`config.mk`:
```
export PLATFORM = sky130hd
export DESIGN_NAME = processador_param
export DESIGN_NICKNAME = d
export VERILOG_FILES = /design/src/rtl/processador_param.sv
export SDC_FILE = /design/constraint.sdc
export NUM_CORES = 1
export LEC_CHECK = 0
export BUFFER_PORTS_ARGS = -buffer_cell sky130_fd_sc_hd__buf_2
export CORE_MARGIN = 4
export CORE_UTILIZATION = 30
export DETAILED_ROUTE_END_ITERATION = 7
export PLACE_DENSITY = 0.52
export REMOVE_ABC_BUFFERS = 1
export SKIP_LAST_GASP = 1
export SYNTH_ARGS = -nofsm -noshare
export SYNTH_HDL_FRONTEND = slang
export SYNTH_SLANG_ARGS = --single-unit
```
`constraint.sdc`:
```
create_clock -name Clock -period 10 [get_ports Clock]
set_clock_uncertainty 0.2 [all_clocks]
set_input_delay 0 -clock Clock [delete_from_list [all_inputs] [get_ports Clock]]
set_output_delay 0 -clock Clock [all_outputs]
set_load 0.01 [all_outputs]
```
`src/rtl/processador_param.sv`:
```
// processador_param: 8-register, DATA_W-bit multicycle CPU with its own fetch
// through a 1-cycle-latency synchronous memory port.
// Opcodes: mv, mvi, add, sub, ld, st, mvnz, and the optional logic op 111.
// Optional feature macro: PROC_LOGIC_EN (opcode 111 = and; otherwise it is a nop).
module processador_param #(
    parameter int unsigned DATA_W = 16
) (
    input  logic              Clock,
    input  logic              Resetn,   // active-high asynchronous reset
    input  logic              Run,
    input  logic [DATA_W-1:0] DIN,
    output logic [DATA_W-1:0] ADDR,
    output logic [DATA_W-1:0] DOUT,
    output logic              W_D,
    output logic              Done,
    output logic [DATA_W-1:0] BusWires,
    output logic [2:0]        Tstep,
    output logic [DATA_W-1:0] Rx_data,
    output logic [DATA_W-1:0] Ry_data
);

    typedef enum logic [2:0] {
        StT0 = 3'd0,
        StT1 = 3'd1,
        StT2 = 3'd2,
        StT3 = 3'd3,
        StT4 = 3'd4,
        StT5 = 3'd5
    } step_e;

    localparam logic [2:0] OpMv    = 3'b000;
    localparam logic [2:0] OpMvi   = 3'b001;
    localparam logic [2:0] OpAdd   = 3'b010;
    localparam logic [2:0] OpSub   = 3'b011;
    localparam logic [2:0] OpLd    = 3'b100;
    localparam logic [2:0] OpSt    = 3'b101;
    localparam logic [2:0] OpMvnz  = 3'b110;
    localparam logic [2:0] OpLogic = 3'b111;

    localparam logic [DATA_W-1:0] PcStep = DATA_W'(1);

    step_e             r_step;
    step_e             w_step_d;
    logic [DATA_W-1:0] r_regs [8];
    logic [DATA_W-1:0] r_a;
    logic [DATA_W-1:0] r_g;
    logic [DATA_W-1:0] r_addr;
    logic [DATA_W-1:0] r_dout;
    logic [8:0]        r_ir;

    logic [2:0]        w_op;
    logic [2:0]        w_rx;
    logic [2:0]        w_ry;
    logic              w_is_alu;
    logic [DATA_W-1:0] w_bus;
    logic [DATA_W-1:0] w_alu;
    logic              w_done;
    logic              w_wd;
    logic              w_rx_we;
    logic              w_pc_inc;
    logic              w_addr_ld;
    logic              w_ir_ld;
    logic              w_a_ld;
    logic              w_g_ld;
    logic              w_dout_ld;

    assign w_op = r_ir[8:6];
    assign w_rx = r_ir[5:3];
    assign w_ry = r_ir[2:0];

`ifdef PROC_LOGIC_EN
    assign w_is_alu = (w_op == OpAdd) || (w_op == OpSub) || (w_op == OpLogic);
`else
    assign w_is_alu = (w_op == OpAdd) || (w_op == OpSub);
`endif

    assign ADDR     = r_addr;
    assign DOUT     = r_dout;
    assign W_D      = w_wd;
    assign Done     = w_done;
    assign BusWires = w_bus;
    assign Tstep    = r_step;
    assign Rx_data  = r_regs[w_rx];
    assign Ry_data  = r_regs[w_ry];

    // Step sequencing and per-step control: who drives the bus and who loads from it
    always_comb begin
        w_step_d  = r_step;
        w_bus     = '0;
        w_done    = 1'b0;
        w_wd      = 1'b0;
        w_rx_we   = 1'b0;
        w_pc_inc  = 1'b0;
        w_addr_ld = 1'b0;
        w_ir_ld   = 1'b0;
        w_a_ld    = 1'b0;
        w_g_ld    = 1'b0;
        w_dout_ld = 1'b0;
        unique case (r_step)
            StT0: begin
                if (Run) begin
                    w_bus     = r_regs[7];
                    w_addr_ld = 1'b1;
                    w_pc_inc  = 1'b1;
                    w_step_d  = StT1;
                end
            end
            StT1: w_step_d = StT2;
            StT2: begin
                w_ir_ld  = 1'b1;
                w_step_d = StT3;
            end
            StT3: begin
                case (w_op)
                    OpMv: begin
                        w_bus   = r_regs[w_ry];
                        w_rx_we = 1'b1;
                        w_done  = 1'b1;
                    end
                    OpMvnz: begin
                        w_done = 1'b1;
                        if (r_g != '0) begin
                            w_bus   = r_regs[w_ry];
                            w_rx_we = 1'b1;
                        end
                    end
                    OpMvi: begin
                        w_bus     = r_regs[7];
                        w_addr_ld = 1'b1;
                        w_pc_inc  = 1'b1;
                    end
                    OpLd, OpSt: begin
                        w_bus     = r_regs[w_ry];
                        w_addr_ld = 1'b1;
                    end
                    default: begin
                        if (w_is_alu) begin
                            w_bus  = r_regs[w_rx];
                            w_a_ld = 1'b1;
                        end else begin
                            w_done = 1'b1;  // opcode 111 without the logic op: nop
                        end
                    end
                endcase
                w_step_d = w_done ? StT0 : StT4;
            end
            StT4: begin
                w_step_d = StT5;
                if (w_is_alu) begin
                    w_bus  = r_regs[w_ry];
                    w_g_ld = 1'b1;
                end else if (w_op == OpSt) begin
                    w_bus     = r_regs[w_rx];
                    w_dout_ld = 1'b1;
                end
            end
            StT5: begin
                w_step_d = StT0;
                w_done   = 1'b1;
                if (w_is_alu) begin
                    w_bus   = r_g;
                    w_rx_we = 1'b1;
                end else if ((w_op == OpMvi) || (w_op == OpLd)) begin
                    w_bus   = DIN;
                    w_rx_we = 1'b1;
                end else if (w_op == OpSt) begin
                    w_wd = 1'b1;
                end
            end
            default: w_step_d = StT0;
        endcase
    end

    // ALU: A combined with the bus (which carries Ry in T4)
    always_comb begin
        case (w_op)
            OpSub:   w_alu = r_a - w_bus;
`ifdef PROC_LOGIC_EN
            OpLogic: w_alu = r_a & w_bus;
`endif
            default: w_alu = r_a + w_bus;
        endcase
    end

    // Step register
    always_ff @(posedge Clock or posedge Resetn) begin
        if (Resetn) begin
            r_step <= StT0;
        end else begin
            r_step <= w_step_d;
        end
    end

    // Register file; an Rx write never shares a step with the PC increment
    always_ff @(posedge Clock or posedge Resetn) begin
        if (Resetn) begin
            for (int i = 0; i < 8; i++) begin
                r_regs[i] <= '0;
            end
        end else begin
            if (w_pc_inc) begin
                r_regs[7] <= r_regs[7] + PcStep;
            end
            if (w_rx_we) begin
                r_regs[w_rx] <= w_bus;
            end
        end
    end

    // IR, operand/result registers and the memory-port registers
    always_ff @(posedge Clock or posedge Resetn) begin
        if (Resetn) begin
            r_ir   <= '0;
            r_a    <= '0;
            r_g    <= '0;
            r_addr <= '0;
            r_dout <= '0;
        end else begin
            if (w_ir_ld) begin
                r_ir <= DIN[8:0];
            end
            if (w_a_ld) begin
                r_a <= w_bus;
            end
            if (w_g_ld) begin
                r_g <= w_alu;
            end
            if (w_addr_ld) begin
                r_addr <= w_bus;
            end
            if (w_dout_ld) begin
                r_dout <= w_bus;
            end
        end
    end

endmodule

```
# Word-level counts from Yosys, hierarchy flattened
# Index checks and enable logic that the tools add are counted.
[word_totals] reg_bits=204 inputBits=19 output_inout_bits=85 wordCells=93
[classes] n_addsub=3 order_cmp=3 eq_ne=12 muxes=49 bitwise_logic=2 n_reduce_logical=10
[op_table] operator="$mux 16" n=15
[op_table] operator="$bwmux 128" n=1
[op_table] operator="$bmux 16 s3" n=2
[op_table] operator="$pmux 16 s4" n=1
[op_table] operator="$demux 16 s3" n=1
[op_table] operator="$pmux 16 s3" n=1
[op_table] operator="$mux 1" n=19
[op_table] operator="$add 16x1->16 const B" n=1
[op_table] operator="$add 16x16->16" n=1
[op_table] operator="$reduce_bool 16->1" n=1
[op_table] operator="$sub 16x16->16" n=1
[op_table] operator="$eq 3x3->1 const B" n=5
[op_table] operator="$pmux 3 s5" n=1
[op_table] operator="$eq 3x2->1 const B" n=4
[op_table] operator="$pmux 1 s2" n=6
[op_table] operator="$ge 4x4->1 const B" n=2
[op_table] operator="$not 3->4" n=2
[op_table] operator="$eq 3x1->1 const B" n=2
[op_table] operator="$logic_not 3->1" n=2
[op_table] operator="$mux 3" n=2
[op_table] operator="$reduce_or 3->1" n=2
[op_table] operator="$reduce_or 5->1" n=1
[op_table] operator="$lt 4x1->1 const B" n=1
[op_table] operator="$logic_or 1x1->1" n=2
[op_table] operator="other kinds (3)" n=3

# Logic depth before layout (Yosys ltp)
# Gate-level depths: netlist of the first run.
[depth] word_depth=9 ltp_mapped=24 depth_no_buf=21

# Worst setup path before layout of the first run
# OpenSTA, ideal clock, no wires.
[synth_path] path_type="reg2reg" from="register r_step[1] (netlist: Tstep[1])" to="register r_g[14]" setup_ns=0.069 arrival_time_ns=4.778 t_required_ns=9.731 slack_ns=4.953 path_stages_with_launch=21 n_path_buf=2 synth_period_minus_slack_ns=5.047 cell_sequence="dfrtp_1 buf_2 or3b_1 nor2_1 clkbuf_1 nand2_1 o211ai_2 clkinv_1 ha_1 nor2_1 xnor2_1 ha_1 nor2b_1 o21ai_0 a21boi_0 o21a_1 o21ai_0 a211oi_1 o311a_1 or3_1 nand3_1"
[synth_via] elab_chain_len=4 word_cells_on_any_way=9 classes_between="add/sub (2); eq/ne (3); mux (3); reduce/logical (1)"
[synth_lines] element="start: declaration" line_no="42" rtl="step_e r_step;"
[synth_lines] element="start signal: assignment" line_no="188" rtl="r_step <= StT0;"
[synth_lines] element="start signal: assignment" line_no="190" rtl="r_step <= w_step_d;"
[synth_lines] element="$eq 3x3->1, or another cell as far along" line_no="99" rtl="unique case (r_step)"
[synth_lines] element="$pmux 16 s4 (*)" line_no="99"
[synth_lines] element="via BusWires[0]" line_no="16" rtl="output logic [DATA_W-1:0] BusWires,"
[synth_lines] element="$add 16x16->16 or $sub 16x16->16 (tied branches)" line_no="181, 177"
[synth_lines] element="$mux 16 (*)" line_no="176" rtl="case (w_op)"
[synth_lines] element="end signal: assignment" line_no="226" rtl="r_g <= w_alu;"
[synth_lines] element="end: declaration" line_no="46" rtl="logic [DATA_W-1:0] r_g;"
# Mark *: on every way through the listed nets, which the timed path passes. The rest lies on a longest branch.
# A chain may end at the register's enable or synchronous reset.

# Worst setup path in the final report of the first run
[layout_path] from="register r_ir[8]" to="register r_g[14]"
[layout_via] elab_chain_len=7 word_cells_on_any_way=22 classes_between="add/sub (2); eq/ne (6); mux (10); reduce/logical (4)"
[layout_lines] element="start: declaration" line_no="49" rtl="logic [8:0] r_ir;"
[layout_lines] element="start signal: assignment" line_no="220" rtl="r_ir <= DIN[8:0];"
[layout_lines] element="$eq 3x2->1, or another cell as far along" line_no="74" rtl="assign w_is_alu = (w_op == OpAdd) || (w_op == OpSub);"
[layout_lines] element="$logic_or 1x1->1 (on tied branches)" line_no="74, 163"
[layout_lines] element="$mux 16 (on tied branches)" line_no="137, 163"
[layout_lines] element="$pmux 16 s3 or $mux 16 (tied branches)" line_no="114, 160"
[layout_lines] element="$pmux 16 s4" line_no="99"
[layout_lines] element="$add 16x16->16 or $sub 16x16->16 (tied branches)" line_no="181, 177"
[layout_lines] element="$mux 16" line_no="176"
# Several ways; a longest one is shown, not always the timed one.

==> results of run 1 <==
## path summary, 6_finish.rpt
path	slack, ns	depth (start not counted)	to	startpoint
hold reg to reg	0.27	2	DOUT[4]	DOUT[4]
hold / removal	0.07	3	r_ir[2]	DIN[2]
max in group asynchronous	7.62	5	r_regs[50]	Resetn
setup reg to reg	3.57	18	r_g[14]	r_ir[8]
setup / recovery	3.57	18	r_g[14]	r_ir[8]
min in group asynchronous	0.49	4	DOUT[13]	Resetn
## placed cells by master (no fill, tap or decap), drive strengths merged, types with 8 or more instances in the layout
| cell type | n |
|---|---|
| a22o | 8 |
| a221oi | 13 |
| buf | 138 |
| mux4 | 34 |
| inv | 33 |
| nand2b | 8 |
| nor3 | 14 |
| xnor2 | 21 |
| nor2b | 18 |
| mux2 | 87 |
| clkbuf | 37 |
| and3 | 9 |
| dlygate4sd3 | 12 |
| and2 | 9 |
| nor2 | 94 |
| nand2 | 193 |
| nand3 | 17 |
| dfrtp | 204 |
| a21oi | 92 |
| o21ai | 103 |
| ha | 17 |
| xor2 | 15 |
| a221o | 14 |
| mux2i | 49 |
| a22oi | 17 |
## repair_timing
| item | CTS | global route |
|---|---|---|
| hold buffers | 12 | 0 |
| buffers inserted | 0 | 0 |
| endpoints found under the hold margin | 92 | 0 |
## cells by family after synthesis
group	after synthesis
xor+xnor	36
buf+inv	134
simple gates	406
compound gates	312
mux	170
fa+ha+maj	18
flops	204
## sequential cells by signal, summed over array words and instances, names as in the netlist
register  cells
r_regs      128
ADDR         16
DOUT         16
r_a          16
r_g          16
r_ir          9
Tstep         3
## worst max-delay path: cells and delay by family (launching register included)
kind | cells | cell delay (ns)
buffers and inverters | 1 | 0.42
XOR/XNOR | 1 | 0.14
flip-flops | 1 | 0.79
AO/OA/AOI/OAI | 9 | 3.05
adder cells (fa/ha/maj) | 2 | 0.65
AND/OR/NAND/NOR | 5 | 1.10
## final cells by class
type | instances | area (um2) | share of cell area
Timing Repair Buffer | 150 | 898 | 0.0618
Tap cell | 532 | 666 | 0.0458
Clock inverter | 11 | 221 | 0.0152
Clock buffer | 37 | 772 | 0.0531
Inverter | 35 | 139 | 0.00956
Sequential cell | 204 | 5110 | 0.351
Multi-Input combinational cell | 942 | 6730 | 0.463
## metal layers
layer  global-route usage  vias up
met4               0.0622        0
met1                0.281     5234
met2                0.321      415
met5                    0        -
li1                     -     4737
met3               0.0285       90
## cell usage after synthesis, types with 21 or more instances
master    count
nand2_1     193
o21ai_0      96
mux2_2       80
clkbuf_1     61
mux4_2       34
xnor2_1      21
mux2i_1      49
nor2_1       93
a21oi_1      90
dfrtp_1     204
inv_1        26
## per-stage QoR
| step | util | hold WS (ns) | cell area (um2) | worst slack, ns | std cells |
|---|---|---|---|---|---|
| 2_1_floorplan | - | -0.0832 | 11900 | 3.93 | 1181 |
| 3_3_place_gp | 0.329 | -0.0699 | 13400 | 3.79 | 1851 |
| 3_5_place_dp | 0.329 | -0.0406 | 13400 | 3.73 | 1851 |
| 4_1_cts | 0.356 | 0.0411 | 14500 | 3.69 | 1911 |
| 5_1_grt | 0.356 | 0.0800 | 14500 | 3.06 | 1911 |
| 6_report | 0.356 | 0.0666 | 14500 | 3.57 | 1911 |
==> flow_metrics.env, run 1 <==
export IMPL_ys_types=76
export IMPL_async_flop_share=1.00
export IMPL_synth_cells=1280
export IMPL_first_pass_iters=6
export IMPL_initial_utilization=0.304
export IMPL_synthTopCellsByArea="dfrtp_1 41%, mux2_2 7.3%, mux4_2 6.2%, nand2_1 5.8%, mux2i_1 4.0%"
export IMPL_diodes=0
export IMPL_min_period_ns=6.43
export IMPL_wl_met2_um=21000
export IMPL_antenna_found_initial=0
export IMPL_synth_mux_area_fraction=0.181
export IMPL_syn_mean_instance_area_um2=9.70
export IMPL_worst_pin_slew_ns=1.12
export IMPL_final_nets=1396
export IMPL_max_freq_mhz=155
export IMPL_grt_max_degree=85
export IMPL_yosys_area_top_type_share=0.411
export IMPL_syn_cell_area_um2=12400
export IMPL_worst_path_max_delay_cell="a21oi_1"
export IMPL_cp_start_kind="flip-flop"
export IMPL_dieArea_um2=44700
export IMPL_area_growth_pct=17.0
export IMPL_synthSimpleGateAreaFrac=0.150
export IMPL_core_area_um2=40800
export IMPL_hold_path_class="in2reg"
export IMPL_synth_compound_area_frac=0.162
export IMPL_num_vias=10500
export IMPL_fillers=4124
export IMPL_synthAdderAreaFrac=0.0187
export IMPL_clk_pin_slew_ns=0.06
export IMPL_ios=104
export IMPL_ys_dominant_reg_cell="dfrtp_1"
export IMPL_ant_nets=0
export IMPL_wl_met1_um=20200
export IMPL_io_buffers=103
export IMPL_clockRootBuffer="clkbuf_16"
export IMPL_outcome="finished clean"
export IMPL_critical_path_required_ns=10.28
export IMPL_clockBufferDepth=3
export IMPL_die_h_um=211
export IMPL_relSlewSlack=0.251
export IMPL_maxCapViolCount=0
export IMPL_setup_viol=0
export IMPL_post_cts_resized=0
export IMPL_highest_layer="met4"
export IMPL_synth_xor_area_frac=0.0254
export IMPL_ys_seq_area_frac=0.411
export IMPL_hold_violations=0
export IMPL_wl_per_cell_um=23.8
export IMPL_dp_hpwl_um=31900
export IMPL_cp_max_fo=22
export IMPL_endpoint_kind="flip-flop"
export IMPL_cp_arrival_ns=6.71
export IMPL_max_stage_delay_ns=0.92
export IMPL_cts_sinks=204
export IMPL_crit_type="reg2reg"
export IMPL_slew_violations=0
export IMPL_synth_warnings=0
export IMPL_drt_iter0_drc=1031
export IMPL_grt_setup_unrepaired="false"
export IMPL_grt_pass1_wl_um=68300
export IMPL_rows=74
export IMPL_cts_buffers=26
export IMPL_synth_top_family_by_area="multiplexers"
export IMPL_path_cells="nand2b_1 > a21oi_1 > a21oi_1 > o211ai_2 > clkinv_1 > ha_1 > nor2_1 > xnor2_1 > ha_1 > nor2b_1 > o21ai_0 > a21boi_0 > o21a_1 > o21ai_0 > a211oi_1 > o311a_1 > or3_1 > nand3_1"
export IMPL_yosys_area_top_type="dfrtp_1"
export IMPL_grt_overflow=0
export IMPL_grt_pass1_vias=10300
export IMPL_dr_wl_met3_um=2750
export IMPL_synth_seq_cells=204
export IMPL_tritoncts="built"
export IMPL_viasPerCell=5.48
export IMPL_grt_use_total=0.200
export IMPL_fin_crit_sh=0.643
export IMPL_insertion_delay_ns=0.55
export IMPL_place_gp_congestion=0.919
export IMPL_setup_tns_ns=0
export IMPL_drive_gt1_frac=0.251
export IMPL_die_w_um=211
export IMPL_htreeDepth=1
export IMPL_drc=0
export IMPL_synth_edf_count=0
export IMPL_drt_total_wl_um=45500
Power of run 1 is left out: the tool's default activity adds up to more than one toggle a clock period on the data nets, which glitch-free logic cannot reach.
==> run 2, diff against run 1 <==
--- a/config.mk
+++ b/config.mk
@@ -9,7 +9,7 @@
 export CORE_MARGIN = 4
 export CORE_UTILIZATION = 30
 export DETAILED_ROUTE_END_ITERATION = 7
-export PLACE_DENSITY = 0.52
+export PLACE_DENSITY = 0.53
 export REMOVE_ABC_BUFFERS = 1
 export SKIP_LAST_GASP = 1
 export SYNTH_ARGS = -nofsm -noshare
==> constraint.sdc (replaced) <==
create_clock -name Clock -period 5.8 [get_ports Clock]
set_clock_uncertainty 0.2 [all_clocks]
set_input_delay 0 -clock Clock [delete_from_list [all_inputs] [get_ports Clock]]
set_output_delay 0 -clock Clock [all_outputs]
set_load 0.01 [all_outputs]
==> flow_metrics.env, run 2 (synthesis gave the netlist of run 1 again) <==
export IMPL_outcome="finished clean"
export IMPL_dieArea_um2=44700
export IMPL_diodes=0
export IMPL_regMostFlops="r_regs"
export IMPL_wl_per_cell_um=23.5
export IMPL_drive_gt1_frac=0.275
export IMPL_fillers=4173
export IMPL_layout_common_cells="201 x dfrtp_1, 193 x nand2_1, 103 x buf_2"
export IMPL_dp_cells=1893
export IMPL_worst_pin_slew_ns=1.16
export IMPL_insertion_delay_ns=0.54
export IMPL_rows=74
export IMPL_layoutNonFillerInstCount=1953
export IMPL_multi_input_area_um2=6740
export IMPL_cp_max_fo=7
export IMPL_endpoint_kind="flip-flop"
export IMPL_initial_utilization=0.304
export IMPL_setup_viol=0
export IMPL_first_pass_iters=5
export IMPL_core_area_um2=40800
export IMPL_clockRootBuffer="clkbuf_16"
export IMPL_num_vias=10600
export IMPL_clk_pin_slew_ns=0.06
export IMPL_final_nets=1438
export IMPL_ant_nets=0
export IMPL_grt_setup_unrepaired="false"
export IMPL_rrSetupSlack_ns=0.24
export IMPL_antenna_found_initial=1
export IMPL_cp_arrival_ns=5.83
export IMPL_dp_hpwl_um=33700
export IMPL_setup_tns_ns=0
export IMPL_drc=0
export IMPL_fin_crit_sh=0.959
export IMPL_io_buffers=103
export IMPL_die_w_um=211
export IMPL_max_freq_mhz=180
export IMPL_grt_pass1_wl_um=69200
export IMPL_min_period_ns=5.56
export IMPL_ios=104
export IMPL_tritoncts="built"
export IMPL_htreeDepth=1
export IMPL_drt_total_wl_um=45800
export IMPL_grt_max_degree=88
export IMPL_maxCapViolCount=0
export IMPL_grt_pass1_vias=10500
export IMPL_cts_buffers=26
export IMPL_cts_sinks=204
export IMPL_crit_type="reg2reg"
export IMPL_viasPerCell=5.41
export IMPL_drt_iter0_drc=903
export IMPL_place_gp_congestion=0.956
export IMPL_relSlewSlack=0.227
export IMPL_area_growth_pct=19.4
export IMPL_critical_path_required_ns=6.07
export IMPL_grt_overflow=0
export IMPL_final_common_cell="dfrtp_1"
export IMPL_cts_setup_buffers=0
export IMPL_hold_path_class="in2reg"
export IMPL_slew_violations=0
export IMPL_largest_reg_flops=128
export IMPL_regArea_um2=5110
export IMPL_die_h_um=211
export IMPL_clockBufferDepth=3
export IMPL_hold_violations=0
export IMPL_grt_use_total=0.202
export IMPL_cp_start_kind="flip-flop"
==> run 2: cell count changes in the layout (fill, tap and decap cells not counted), sizes merged <==
cell,previous run,this run
clkinv,5,10
buf,138,180
clkbuf,37,35
bufinv,6,3
==> run 2: final timing paths <==
check	cells after the start	from	end
worst max register to register	19	r_regs[0]	r_g[14]
worst min-delay path	3	DIN[6]	r_ir[6]
min in group asynchronous	4	Resetn	ADDR[13]
max in group asynchronous	5	Resetn	DOUT[15]
worst max-delay path	19	r_regs[0]	r_g[14]
worst min register to register	2	DOUT[14]	DOUT[14]
==> run 2: final cells by class <==
type,count,area share
clock inverters,13,0.00979
well taps,532,0.0449
clock buffers,35,0.0523
repair buffers,192,0.0844
multi-input cells,942,0.454
flip-flops and latches,204,0.345
inverters,35,0.00937
==> run 2: what timing repair did <==
item	in CTS	in global routing
endpoints found under the setup margin	0	3
gates resized for setup	0	1
endpoints found under the hold margin	95	0
hold buffers	12	0
==> run 2: critical path: stages (launching register included) <==
cell and delay (ns):
dfrtp_1 0.49, mux4_2 0.50, mux2_2 0.35, a221o_1 0.33, a21oi_1 0.22, o211ai_2 0.13
clkinv_1 0.11, ha_1 0.19, inv_1 0.05, nor3_1 0.45, nor2_1 0.10, xnor2_1 0.15
ha_1 0.32, a21boi_0 0.17, o21a_1 0.21, o21ai_0 0.42, a211oi_1 0.22, o311a_1 0.42
or3_1 0.35, nand3_1 0.09
==> run 2: per-layer routing <==
layer	vias up	wire length, um	GRT usage
met5	-	0	0
li1	4836	-	-
met1	5306	20700	0.283
met2	356	21600	0.330
met4	0	1080	0.0493
met3	67	2480	0.0304
==> run 2: metrics by stage <==
| stage | worst slack [ns] | instance area, um2 | utilization | hold slack (ns) |
|---|---|---|---|---|
| 6_report | 0.239 | 14800 | 0.363 | 0.0869 |
| 2_1_floorplan | -0.271 | 11900 | - | -0.0832 |
| 5_1_grt | 0.0104 | 14800 | 0.363 | 0.102 |
| 4_1_cts | 0.235 | 14800 | 0.363 | 0.0680 |
| 3_5_place_dp | 0.267 | 13800 | 0.337 | -0.0415 |
| 3_3_place_gp | 0.424 | 13800 | 0.337 | -0.0405 |
Power of run 2 is left out for the same reason.
==> run 3, diff against run 2 <==
--- a/config.mk
+++ b/config.mk
@@ -7,9 +7,9 @@
 export LEC_CHECK = 0
 export BUFFER_PORTS_ARGS = -buffer_cell sky130_fd_sc_hd__buf_2
 export CORE_MARGIN = 4
-export CORE_UTILIZATION = 30
+export CORE_UTILIZATION = 55
 export DETAILED_ROUTE_END_ITERATION = 7
-export PLACE_DENSITY = 0.53
+export PLACE_DENSITY = 0.83
 export REMOVE_ABC_BUFFERS = 1
 export SKIP_LAST_GASP = 1
 export SYNTH_ARGS = -nofsm -noshare
==> flow_metrics.env, run 3 (synthesis gave the netlist of run 1 again) <==
export IMPL_outcome="finished clean"
export IMPL_antenna_found_initial=0
export IMPL_grt_pass1_vias=10900
export IMPL_insertion_delay_ns=0.53
export IMPL_grt_pass1_wl_um=63000
export IMPL_die_w_um=158
export IMPL_viasPerCell=6.65
export IMPL_max_freq_mhz=181
export IMPL_dieArea_um2=25000
export IMPL_core_area_um2=22000
export IMPL_dp_hpwl_um=29000
export IMPL_cp_max_fo=15
export IMPL_utilization=0.643
export IMPL_diodes=0
export IMPL_endpoint_kind="flip-flop"
export IMPL_die_h_um=158
export IMPL_dpl_worst_slack_ns=0.428
export IMPL_multi_input_area_um2=6710
export IMPL_regToRegStartpoint="r_ir[8]"
export IMPL_clk_pin_slew_ns=0.06
export IMPL_tritoncts="built"
export IMPL_hold_path_class="in2async"
export IMPL_place_gp_congestion=0.988
export IMPL_regArea_um2=5110
export IMPL_htreeDepth=1
export IMPL_grt_max_degree=137
export IMPL_regMostFlops="r_regs"
export IMPL_area_growth_pct=14.0
export IMPL_clockBufferDepth=3
export IMPL_largest_reg_flops=128
export IMPL_layout_common_cells="201 x dfrtp_1, 193 x nand2_1, 103 x buf_2"
export IMPL_cts_buffers=24
export IMPL_cts_setup_buffers=0
export IMPL_num_vias=11100
export IMPL_maxCapViolCount=0
export IMPL_drive_gt1_frac=0.257
export IMPL_clockRootBuffer="clkbuf_16"
export IMPL_first_pass_iters=6
export IMPL_grt_overflow=0
export IMPL_io_buffers=103
export IMPL_final_nets=1416
export IMPL_dp_cells=1622
export IMPL_cp_start_kind="flip-flop"
export IMPL_grt_setup_unrepaired="false"
export IMPL_relSlewSlack=0.187
export IMPL_drc=0
export IMPL_fin_ws_ns=0.284
export IMPL_ant_nets=0
export IMPL_cp_arrival_ns=5.76
export IMPL_worst_pin_slew_ns=1.22
export IMPL_grt_use_total=0.327
export IMPL_critical_path_required_ns=6.05
export IMPL_crit_path_start="r_ir[8]"
export IMPL_crit_type="reg2reg"
export IMPL_setup_viol=0
export IMPL_drt_total_wl_um=41100
export IMPL_wl_per_cell_um=24.6
export IMPL_ios=104
export IMPL_hold_violations=0
export IMPL_setup_tns_ns=0
export IMPL_final_common_cell="dfrtp_1"
export IMPL_layoutNonFillerInstCount=1673
export IMPL_slew_violations=0
export IMPL_fin_crit_sh=0.951
export IMPL_min_period_ns=5.52
export IMPL_rows=54
export IMPL_fillers=1778
export IMPL_drt_iter0_drc=1430
export IMPL_cts_sinks=204
export IMPL_initial_utilization=0.564
[run 3: final timing paths]
path	endpoint	slack, ns	cells past startpoint
min in group Clock	r_ir[7]	0.06	4
worst max-delay path	r_g[14]	0.28	18
worst min register to register	DOUT[4]	0.27	2
worst min-delay path	r_g[15]	0.03	3
max in group asynchronous	r_regs[67]	3.92	4
worst max register to register	r_g[14]	0.28	18
[run 3: through the flow]
| stage | cell area [um2] | hold WS, ns |
|---|---|---|
| 2_1_floorplan | 11900 | -0.0832 |
| 3_3_place_gp | 13300 | 0.0497 |
| 3_5_place_dp | 13300 | 0.0539 |
| 4_1_cts | 14200 | 0.0516 |
| 5_1_grt | 14200 | 0.0906 |
| 6_report | 14200 | 0.0275 |
[run 3: worst max-delay path: stages (launching register included)]
cell	delay, ns
dfrtp_1	0.63
nand2b_1	0.61
nand2_1	0.20
a221o_1	0.39
a221oi_2	0.27
buf_4	0.25
inv_2	0.08
nor3_4	0.26
nor2_1	0.08
xnor2_1	0.19
ha_1	0.27
o21ai_0	0.12
a21boi_0	0.18
o21a_1	0.22
o21ai_0	0.40
a211oi_1	0.21
o311a_1	0.43
or3_1	0.36
nand3_1	0.10
[run 3: layer usage]
metal  vias up  share of wire  global-route usage
met5         -              0                   0
met4         0          0.062               0.163
met3       189           0.12              0.0873
met2       790           0.45               0.502
met1      5362           0.37               0.430
li1       4784              -                   -
[run 3: what timing repair did]
item                                   CTS  global route
setup endpoints to repair                0             3
gates resized for setup                  0             2
endpoints found under the hold margin  145             0
hold buffers                            11             0
[run 3: cell type report]
| class | count | share of cell area |
|---|---|---|
| multi-input combinational | 942 | 0.474 |
| sequential | 204 | 0.361 |
| timing repair buffer | 172 | 0.0758 |
| clock buffer | 34 | 0.0487 |
| tap | 280 | 0.0247 |
| inverter | 35 | 0.00981 |
| clock inverter | 6 | 0.00610 |
Power of run 3 is left out for the same reason.
